==> src/rtl/prospero_ocl_eval.sv <==
// AXI-Lite (OCL) front-end for the prospero evaluation circuit: operand registers,
// launch admission against a result FIFO, and capture of fixed-latency results.
module prospero_ocl_eval #(
  parameter int WIDTH      = 64,
  parameter int PIPE_LAT   = 4,
  parameter int FIFO_DEPTH = 8
) (
  input  logic             clk_main_a0,
  input  logic             rst_main_n,
  input  logic [31:0]      ocl_cl_awaddr,
  input  logic             ocl_cl_awvalid,
  output logic             cl_ocl_awready,
  input  logic [31:0]      ocl_cl_wdata,
  input  logic [3:0]       ocl_cl_wstrb,
  input  logic             ocl_cl_wvalid,
  output logic             cl_ocl_wready,
  output logic [1:0]       cl_ocl_bresp,
  output logic             cl_ocl_bvalid,
  input  logic             ocl_cl_bready,
  input  logic [31:0]      ocl_cl_araddr,
  input  logic             ocl_cl_arvalid,
  output logic             cl_ocl_arready,
  output logic [31:0]      cl_ocl_rdata,
  output logic [1:0]       cl_ocl_rresp,
  output logic             cl_ocl_rvalid,
  input  logic             ocl_cl_rready,
  output logic [WIDTH-1:0] eval_x,
  output logic [WIDTH-1:0] eval_y,
  output logic             eval_valid,
  input  logic [WIDTH-1:0] eval_out
);
  localparam int NW = WIDTH / 32;
  localparam int PW = (FIFO_DEPTH > 1) ? $clog2(FIFO_DEPTH) : 1;
  localparam int CW = $clog2(FIFO_DEPTH) + 1;

  logic             rst_done;
  logic             aw_full, w_full;
  logic [7:0]       aw_addr;
  logic [31:0]      w_data;
  logic [3:0]       w_strb;
  logic [WIDTH-1:0] x_reg, y_reg;
  logic [31:0]      launch_cnt;
  logic             overflow;
  logic [WIDTH-1:0] mem [FIFO_DEPTH];
  logic [PW-1:0]    wr_ptr, rd_ptr;
  logic [CW-1:0]    count, inflight, count_base;
  logic [CW:0]      occupancy;
  logic [PIPE_LAT-1:0] valid_sr;
  logic             unused_addr_bits;

  assign unused_addr_bits = ^{ocl_cl_awaddr[31:8], ocl_cl_araddr[31:8]};

  // Ready gated by rst_done so all handshake outputs are low while in reset.
  assign cl_ocl_awready = rst_done & ~aw_full & ~cl_ocl_bvalid;
  assign cl_ocl_wready  = rst_done & ~w_full & ~cl_ocl_bvalid;
  assign cl_ocl_arready = rst_done & ~cl_ocl_rvalid;

  logic [2:0] wr_idx;
  logic wr_x, wr_y, wr_ctrl, wr_status, wr_ok, commit;
  logic launch_req, flush, pop_ok, push, admit, launch_ok;

  assign wr_idx    = aw_addr[4:2];
  assign wr_x      = (aw_addr[1:0] == 2'b00) && (aw_addr[7:5] == 3'd0) && (int'(wr_idx) < NW);
  assign wr_y      = (aw_addr[1:0] == 2'b00) && (aw_addr[7:5] == 3'd1) && (int'(wr_idx) < NW);
  assign wr_ctrl   = (aw_addr == 8'h40);
  assign wr_status = (aw_addr == 8'h44);
  assign wr_ok     = wr_x | wr_y | wr_ctrl | wr_status;
  assign commit    = aw_full & w_full & ~cl_ocl_bvalid;

  assign launch_req = commit & wr_ctrl & w_strb[0] & w_data[0];
  assign flush      = commit & wr_ctrl & w_strb[0] & w_data[1];
  assign pop_ok     = commit & wr_ctrl & w_strb[0] & w_data[2] & ~w_data[1] & (count != '0);
  assign push       = valid_sr[PIPE_LAT-1];

  // Admission sees the FIFO after this write's flush/pop; a concurrent push moves one
  // entry from inflight to count, leaving the sum unchanged.
  assign count_base = flush ? '0 : (pop_ok ? count - CW'(1) : count);
  assign occupancy  = {1'b0, count_base} + {1'b0, inflight};
  assign admit      = occupancy < (CW+1)'(FIFO_DEPTH);
  assign launch_ok  = launch_req & admit;

  always_ff @(posedge clk_main_a0 or negedge rst_main_n) begin
    if (!rst_main_n) begin
      rst_done      <= 1'b0;
      aw_full       <= 1'b0;
      w_full        <= 1'b0;
      aw_addr       <= '0;
      w_data        <= '0;
      w_strb        <= '0;
      cl_ocl_bvalid <= 1'b0;
      cl_ocl_bresp  <= 2'b00;
    end else begin
      rst_done <= 1'b1;
      if (ocl_cl_awvalid && cl_ocl_awready) begin
        aw_full <= 1'b1;
        aw_addr <= ocl_cl_awaddr[7:0];
      end
      if (ocl_cl_wvalid && cl_ocl_wready) begin
        w_full <= 1'b1;
        w_data <= ocl_cl_wdata;
        w_strb <= ocl_cl_wstrb;
      end
      if (commit) begin
        cl_ocl_bvalid <= 1'b1;
        cl_ocl_bresp  <= wr_ok ? 2'b00 : 2'b10;
      end else if (cl_ocl_bvalid && ocl_cl_bready) begin
        cl_ocl_bvalid <= 1'b0;
        aw_full       <= 1'b0;
        w_full        <= 1'b0;
      end
    end
  end

  always_ff @(posedge clk_main_a0 or negedge rst_main_n) begin
    if (!rst_main_n) begin
      x_reg      <= '0;
      y_reg      <= '0;
      overflow   <= 1'b0;
      launch_cnt <= '0;
      eval_x     <= '0;
      eval_y     <= '0;
      eval_valid <= 1'b0;
      count      <= '0;
      inflight   <= '0;
      wr_ptr     <= '0;
      rd_ptr     <= '0;
      valid_sr   <= '0;
    end else begin
      for (int i = 0; i < NW; i++) begin
        for (int b = 0; b < 4; b++) begin
          if (commit && int'(wr_idx) == i && w_strb[b]) begin
            if (wr_x) x_reg[i*32 + b*8 +: 8] <= w_data[b*8 +: 8];
            if (wr_y) y_reg[i*32 + b*8 +: 8] <= w_data[b*8 +: 8];
          end
        end
      end
      if (launch_req && !admit) overflow <= 1'b1;
      else if (commit && wr_status && w_strb[1] && w_data[10]) overflow <= 1'b0;

      eval_valid <= launch_ok;
      if (launch_ok) begin
        eval_x     <= x_reg;
        eval_y     <= y_reg;
        launch_cnt <= launch_cnt + 32'd1;
      end
      valid_sr <= PIPE_LAT'({valid_sr, eval_valid});

      if (launch_ok && !push) inflight <= inflight + CW'(1);
      else if (!launch_ok && push) inflight <= inflight - CW'(1);

      // Flush takes effect before a same-cycle push, so an arriving result survives it.
      if (flush) begin
        rd_ptr <= wr_ptr;
        count  <= push ? CW'(1) : '0;
      end else begin
        if (pop_ok) rd_ptr <= rd_ptr + PW'(1);
        if (push && !pop_ok) count <= count + CW'(1);
        else if (!push && pop_ok) count <= count - CW'(1);
      end
      if (push) wr_ptr <= wr_ptr + PW'(1);
    end
  end

  always_ff @(posedge clk_main_a0) begin
    if (push) mem[wr_ptr] <= eval_out;
  end

  logic [7:0]       ra;
  logic [WIDTH-1:0] head;
  logic [31:0]      rd_data_n;
  logic [1:0]       rd_resp_n;

  assign ra   = ocl_cl_araddr[7:0];
  assign head = mem[rd_ptr];

  always_comb begin
    rd_data_n = 32'hDEAD_BEEF;
    rd_resp_n = 2'b10;
    if (ra[1:0] == 2'b00) begin
      for (int i = 0; i < NW; i++) begin
        if (int'(ra[4:2]) == i) begin
          if (ra[7:5] == 3'd0) begin rd_data_n = x_reg[i*32 +: 32]; rd_resp_n = 2'b00; end
          if (ra[7:5] == 3'd1) begin rd_data_n = y_reg[i*32 +: 32]; rd_resp_n = 2'b00; end
          if (ra[7:5] == 3'd3) begin
            rd_data_n = (count == '0) ? 32'd0 : head[i*32 +: 32];
            rd_resp_n = 2'b00;
          end
        end
      end
      case (ra)
        8'h40: begin rd_data_n = 32'd0; rd_resp_n = 2'b00; end
        8'h44: begin
          rd_data_n = {20'd0, inflight != '0, overflow, count == CW'(FIFO_DEPTH),
                       count == '0, 8'(count)};
          rd_resp_n = 2'b00;
        end
        8'h48: begin rd_data_n = launch_cnt; rd_resp_n = 2'b00; end
        default: ;
      endcase
    end
  end

  always_ff @(posedge clk_main_a0 or negedge rst_main_n) begin
    if (!rst_main_n) begin
      cl_ocl_rvalid <= 1'b0;
      cl_ocl_rdata  <= '0;
      cl_ocl_rresp  <= 2'b00;
    end else if (ocl_cl_arvalid && cl_ocl_arready) begin
      cl_ocl_rvalid <= 1'b1;
      cl_ocl_rdata  <= rd_data_n;
      cl_ocl_rresp  <= rd_resp_n;
    end else if (cl_ocl_rvalid && ocl_cl_rready) begin
      cl_ocl_rvalid <= 1'b0;
    end
  end
endmodule

==> config.mk <==
export PLATFORM = sky130hd
export DESIGN_NAME = prospero_ocl_eval
export DESIGN_NICKNAME = d
export VERILOG_FILES = /design/src/rtl/prospero_ocl_eval.sv
export SDC_FILE = /design/constraint.sdc
export NUM_CORES = 1
export LEC_CHECK = 0
export CAP_MARGIN = 5
export CELL_PAD_IN_SITES_DETAIL_PLACEMENT = 1
export CELL_PAD_IN_SITES_GLOBAL_PLACEMENT = 1
export CORE_ASPECT_RATIO = 2
export CORE_MARGIN = 2
export CORE_UTILIZATION = 44
export CTS_CLUSTER_SIZE = 25
export DETAILED_ROUTE_END_ITERATION = 10
export GPL_ROUTABILITY_DRIVEN = 0
export PLACE_DENSITY_LB_ADDON = 0.1
export SETUP_SLACK_MARGIN = 0.02
export SLEW_MARGIN = 15
export SYNTH_ARGS = -nofsm -noshare
export SYNTH_HDL_FRONTEND = slang
export SYNTH_SLANG_ARGS = --single-unit
==> constraint.sdc <==
create_clock -name clk_main_a0 -period 5.7 [get_ports clk_main_a0]
set_input_delay 1.14 -clock clk_main_a0 [delete_from_list [all_inputs] [get_ports clk_main_a0]]
set_output_delay 1.14 -clock clk_main_a0 [all_outputs]
set_load 0.005 [all_outputs]
# [Word level (Yosys, flattened, before mapping)]
# Memory sizes are Yosys's and may differ from the RTL's.
# Cells that the tools add are included.
[classes] order_cmp=2 reduce_logical=63 bitwise_logic=23 eq_ne=11 mux=47 addsub=8
[ops] operator="2-to-1 mux 32 bit" n=11
[ops] operator="one-hot mux 32 bit (3 select lines)" n=1
[ops] operator="equality test 8 x 7 -> 1 bit (second input constant)" n=5
[ops] operator="adder 32 x 1 -> 32 bit (second input constant)" n=1
[ops] operator="AND reduction 2 bit" n=16
[ops] operator="2-to-1 mux 4 bit" n=7
[ops] operator="logical AND 1 bit" n=27
[ops] operator="2-to-1 mux 2 bit" n=11
[ops] operator="AND 1 bit" n=15
[ops] operator="2-to-1 mux 1 bit" n=15
[ops] operator="logical NOT 3 bit" n=4
[ops] operator="nonzero test 2 bit" n=5
[ops] operator="equality test 3 x 2 -> 1 bit (second input constant)" n=3
[ops] operator="adder 4 x 1 -> 4 bit (second input constant)" n=2
[ops] operator="nonzero test 4 bit" n=2
[ops] operator="subtractor 4 x 1 -> 4 bit (second input constant)" n=2
[ops] operator="adder 3 x 1 -> 3 bit (second input constant)" n=2
[ops] operator="equality test 3 x 1 -> 1 bit (second input constant)" n=2
[ops] operator="2-to-1 mux 3 bit" n=2
[ops] operator="adder 4 x 4 -> 5 bit" n=1
[ops] operator="less-than comparator 5 x 4 -> 1 bit (second input constant)" n=1
[ops] operator="NOT 1 bit" n=5
[ops] operator="equality test 4 bit (second input constant)" n=1
[ops] operator="logical NOT 1 bit" n=4
[ops] operator="6 further kinds" n=9
[word_totals] regBits=393 output_inout_bits=170 inputBits=171 wordCells=192 ram_bits=512 n_memories=1
[mem_list] memory="mem" depth=8 word_bits=64 rd=1 rd_ports_with_merged_regs=0 write_ports=1 line_no="44" source="logic [WIDTH-1:0] mem [FIFO_DEPTH];"

# [Longest topological paths before layout]
[logic_depth] ltp_word=16 ltp_mapped=23 depth_no_buf=20

# [Least setup slack after synthesis]
# Ideal clock, no wire load.
[synth_path] path_type="register to register" start="reg valid_sr[3]" end="mem mem[4][0] (enable)" synth_period_minus_slack_ps=5720 slack_ps=-20 stages_incl_launch_ff=4 arrival_ps=5156 path_buffers=1 required_ps=5136 cell_sequence="dfrtp_1 > clkbuf_1 > nand2_1 > nor3_1"
[synth_via] elab_chain_cells=2
[synth_rtl] item="from (decl)" line_no="48" source="logic [PIPE_LAT-1:0] valid_sr;"
[synth_rtl] item="from (signal assigned)" line_no="146" source="valid_sr <= PIPE_LAT'({valid_sr, eval_valid});"
[synth_rtl] item="2-to-1 mux 1 bit" line_no="165" source="if (push) mem[wr_ptr] <= eval_out;"
[synth_rtl] item="2-to-1 mux 1 bit (not written as such)" line_no="165"
[synth_rtl] item="to (decl)" line_no="44"
# No other way between the ends.

# [Worst setup path after layout]
[layout_path] start="reg aw_addr[0]" end="reg inflight[3]"
[layout_via] elab_chain_cells=14 word_cells_on_any_way=18 cone_classes="add/sub (1); order compare (1); eq/ne (1); mux (3); bitwise (8); reduce/logical (4)"
[layout_rtl] item="from (decl)" line_no="38" source="logic [7:0] aw_addr;"
[layout_rtl] item="from (signal assigned)" line_no="96" source="aw_addr <= ocl_cl_awaddr[7:0];"
[layout_rtl] item="equality test 8 x 7 -> 1 bit *" line_no="65" source="assign wr_ctrl = (aw_addr == 8'h40);"
[layout_rtl] item="AND 1 bit * (2 in a row)" line_no="70, 71, 72"
[layout_rtl] item="AND 1 bit (3 in a row)" line_no="72" source="assign pop_ok = commit & wr_ctrl & w_strb[0] & w_data[2] & ~w_data[1] & (count != '0);"
[layout_rtl] item="2-to-1 mux 4 bit (2 in a row)" line_no="77" source="assign count_base = flush ? '0 : (pop_ok ? count - CW'(1) : count);"
[layout_rtl] item="adder 4 x 4 -> 5 bit" line_no="78" source="assign occupancy = {1'b0, count_base} + {1'b0, inflight};"
[layout_rtl] item="less-than comparator 5 x 4 -> 1 bit" line_no="79" source="assign admit = occupancy < (CW+1)'(FIFO_DEPTH);"
[layout_rtl] item="AND 1 bit *" line_no="80" source="assign launch_ok = launch_req & admit;"
[layout_rtl] item="via launch_ok" line_no="60" source="logic launch_req, flush, pop_ok, push, admit, launch_ok;"
[layout_rtl] item="logical NOT 1 bit" line_no="149" source="else if (!launch_ok && push) inflight <= inflight - CW'(1);"
[layout_rtl] item="logical AND 1 bit" line_no="149"
[layout_rtl] item="nonzero test 2 bit (no line)"
[layout_rtl] item="to (signal assigned)" line_no="148" source="if (launch_ok && !push) inflight <= inflight + CW'(1);"
[layout_rtl] item="to (signal assigned)" line_no="149"
[layout_rtl] item="to (decl)" line_no="46" source="logic [CW-1:0] count, inflight, count_base;"
# The timed path passes the listed nets; every way through them passes the cells marked *.
# A chain may end at the register's enable or synchronous reset.

==> flow_summary.yaml <==
timing:
  slew_headroom_pct: 9.49
  tightest_slew_ns: 1.35
  worst_slack_ns: 1.20
  fmax_mhz: 222
  finalClockSkew_ns: 0.0288
  rsz0062_at_grt: "no"
  slew_viol_final: 0
  fin_tns_setup_ns: 0
  hold_viol: 0
  finalCriticalPeriod_ns: 4.50
  fin_crit_sh_pct: 79.0
  setup_viol: 0
setup_path:
  end_kind: "register"
  crit_type: "reg2reg"
  critical_path_peak_fanout: 5
  cp_data_arrival_time_ns: 5.04
  r2r.worst_path.cells: 17
  crit_path_start_kind: "register"
  worst_ep_required_time_ns: 6.24
yosys:
  synth_xor_area_share_pct: 0.977
  yosysSeqAreaShare_pct: 68.4
  yosysUniqueCellTypes: 68
  yosys.area_share.simple_pct: 5.13
  syn-instance-count: 2280
  synthesis.area_um2: 36800
  ys_seq_elements: 903
  async_reset_ff_share_pct: 43.3
  yosys_warnings: 0
  synth_top_family_by_area: "multiplexers"
  synthMuxAreaShare_pct: 18.0
  synthFlopType: "edfxtp_1"
  synth_compound_area_share_pct: 5.23
  synth-edff-count: 512
  synth-adder-area-share_pct: 0.463
  synth.avg_cell_area_um2: 16.1
run:
  max_cap_viol_count: 0
die:
  fp-row-count: 150
  pin_count: 341
  coreArea_um2: 83100
  start_util_pct: 44.2
  fp.dieW_um: 208
  die_area_um2: 86000
  fp.dieH_um: 413
drt:
  viasPerCell: 5.74
  routedWlPerCell_um: 28.7
  totalWireLength_mm: 106
  drt-pass1-iter-count: 5
  drcViolationCount: 0
  ant_nets: 0
  dr_total_vias: 21300
  drtIter0Drc: 1282
clocking:
  postCtsSetupBuffers: 0
  insertion_delay_ns: 0.67
  clk_path_buf_depth: 3
  cts_tree: "built"
  post_cts_resized: 0
  htreeDepth: 3
  holdBufCountCts: 0
  cts_buffers: 82
  clkTransAtPathRegs_ns: 0.06
  cts_root_buf: "clkbuf_16"
  cts_num_sinks: 903
pwr:
  power.leakage_uw: 0.0164
  peakVddDrop_mv: 0.349
  powerDensity_nw_per_um2: 332
global_routing:
  grt_max_degree: 125
  track_usage_pct: 25.0
  grt_pass1_wl_mm: 157
  gr-total-overflow: 0
  grt_pass1_vias: 22800
  antenna_found_initial: 13
outcome:
  outcome: "finished clean"
cells_and_area:
  final_util_pct: 52.7
  largest_register: "mem"
  area_growth_pct: 19.1
  largest_reg_flops: 512
  nets: 2768
  post_route_cells_drive_above_1_share_pct: 23.1
place:
  dpl.hpwl_mm: 71.0
  dp_slack_ns: 1.18
  port_buffers: 290
worst_hold_path:
  hp-class: "reg2reg"
  hold_depth: 0
path summary, 6_finish.rpt:
path	startpoint	end	slack [ns]
hold / removal	valid_sr[2]	valid_sr[3]	0.35
setup reg to reg	aw_addr[0]	inflight[3]	1.20
max in group asynchronous	rst_main_n	eval_y[5]	3.82
setup / recovery	aw_addr[0]	inflight[3]	1.20
min in group asynchronous	rst_main_n	rd_ptr[1]	0.55
hold reg to reg	valid_sr[2]	valid_sr[3]	0.35
cells by family after synthesis:
kind of cell / Yosys count
AOI/OAI and AO/OA: 294
xor gates and xnor gates: 41
adders and majority gates: 13
buffers and inverters: 148
DFF: 903
muxes: 512
other: 2
and+or+nand+nor: 367
Yosys cell counts (6+ instances only):
cell | instances | area [µm²]
buf_4 | 12 | 90.1
nand2b_1 | 7 | 43.8
ha_1 | 12 | 150
a31oi_1 | 19 | 119
nand4_1 | 11 | 68.8
nand3_1 | 42 | 210
inv_1 | 17 | 63.8
mux4_2 | 89 | 2000
o22ai_1 | 7 | 43.8
mux2_2 | 311 | 3500
nor4_1 | 16 | 100
nor3_1 | 38 | 190
dfrtp_1 | 391 | 9780
nand2_1 | 85 | 319
buf_2 | 20 | 100
xor2_1 | 35 | 307
o211ai_1 | 11 | 82.6
o21a_1 | 10 | 75.1
edfxtp_1 | 512 | 15400
a22oi_1 | 23 | 173
o221ai_1 | 10 | 87.6
nor2_1 | 92 | 345
a2111oi_0 | 7 | 61.3
and4_1 | 6 | 52.6
xnor2_1 | 6 | 52.6
buf_1 | 20 | 75.1
mux2_1 | 6 | 67.6
a22o_1 | 7 | 61.3
a21oi_1 | 80 | 400
clkbuf_1 | 79 | 297
nor2b_1 | 22 | 138
and3_1 | 8 | 50.1
a211oi_1 | 17 | 128
o21ai_0 | 56 | 280
mux2i_1 | 106 | 1060
a221oi_1 | 19 | 166
o31a_1 | 6 | 52.6
o2bb2ai_1 | 7 | 61.3
placed cells by master, fill, tap and decap left out, types with 36 or more instances in the layout:
| cell | n |
|---|---|
| nor2_1 | 84 |
| mux2_2 | 311 |
| nor3_1 | 36 |
| clkdlybuf4s50_1 | 287 |
| o21ai_0 | 56 |
| dfrtp_1 | 388 |
| edfxtp_1 | 512 |
| mux4_2 | 89 |
| clkbuf_16 | 85 |
| a21oi_1 | 80 |
| mux2i_1 | 106 |
| nand2_1 | 85 |
| nand3_1 | 42 |
| buf_4 | 56 |
where the power goes:
| part | internal (µW) | switching (µW) | total, µW |
|---|---|---|---|
| Combinational | 598 | 603 | 1200 |
| Clock | 3240 | 2470 | 5710 |
| Sequential | 7200 | 419 | 7620 |
metal layers:
| layer | GRT usage [%] | up-vias | wire length, µm |
|---|---|---|---|
| met2 | 41.6 | 541 | 52000 |
| li1 | - | 9374 | - |
| met5 | 0 | - | 147 |
| met4 | 9.60 | 24 | 3900 |
| met1 | 32.1 | 11200 | 44100 |
| met3 | 5.64 | 143 | 6170 |
worst max-delay path: stages, from the launching register on:
cell	delay, ns
dfrtp_1	0.38
or4_4	0.58
or4_1	0.63
or3_1	0.35
a21oi_1	0.16
ha_1	0.25
nand3b_1	0.11
a211oi_1	0.06
or3_1	0.40
nor2_1	0.18
ha_1	0.23
inv_1	0.09
ha_1	0.28
a21o_1	0.18
a21oi_1	0.17
xnor2_1	0.13
nor2_1	0.07
xor2_1	0.14
per-stage QoR:
step	power [µW]	cell area, µm²	instances	hold slack, ns
final	14500	43800	3709	0.350
after global routing	15100	43800	3707	0.365
after CTS	14700	43800	3707	0.357
after detailed placement	8980	41100	3564	0.338
after global placement	8940	41100	3564	0.341
after floorplan	8310	36800	2281	0.331
final cells by class:
cell class              instances  area (µm²)
clock inverters                36         468
clock buffers                 107        2250
flip-flops and latches        903       25200
diodes                          2        5.00
inverters                      17        63.8
fillers                      7820       39400
multi-input cells            1230       11100
repair buffers                350        3410
well taps                    1064        1330
No activity file was read; power rests on OpenSTA's default activity.
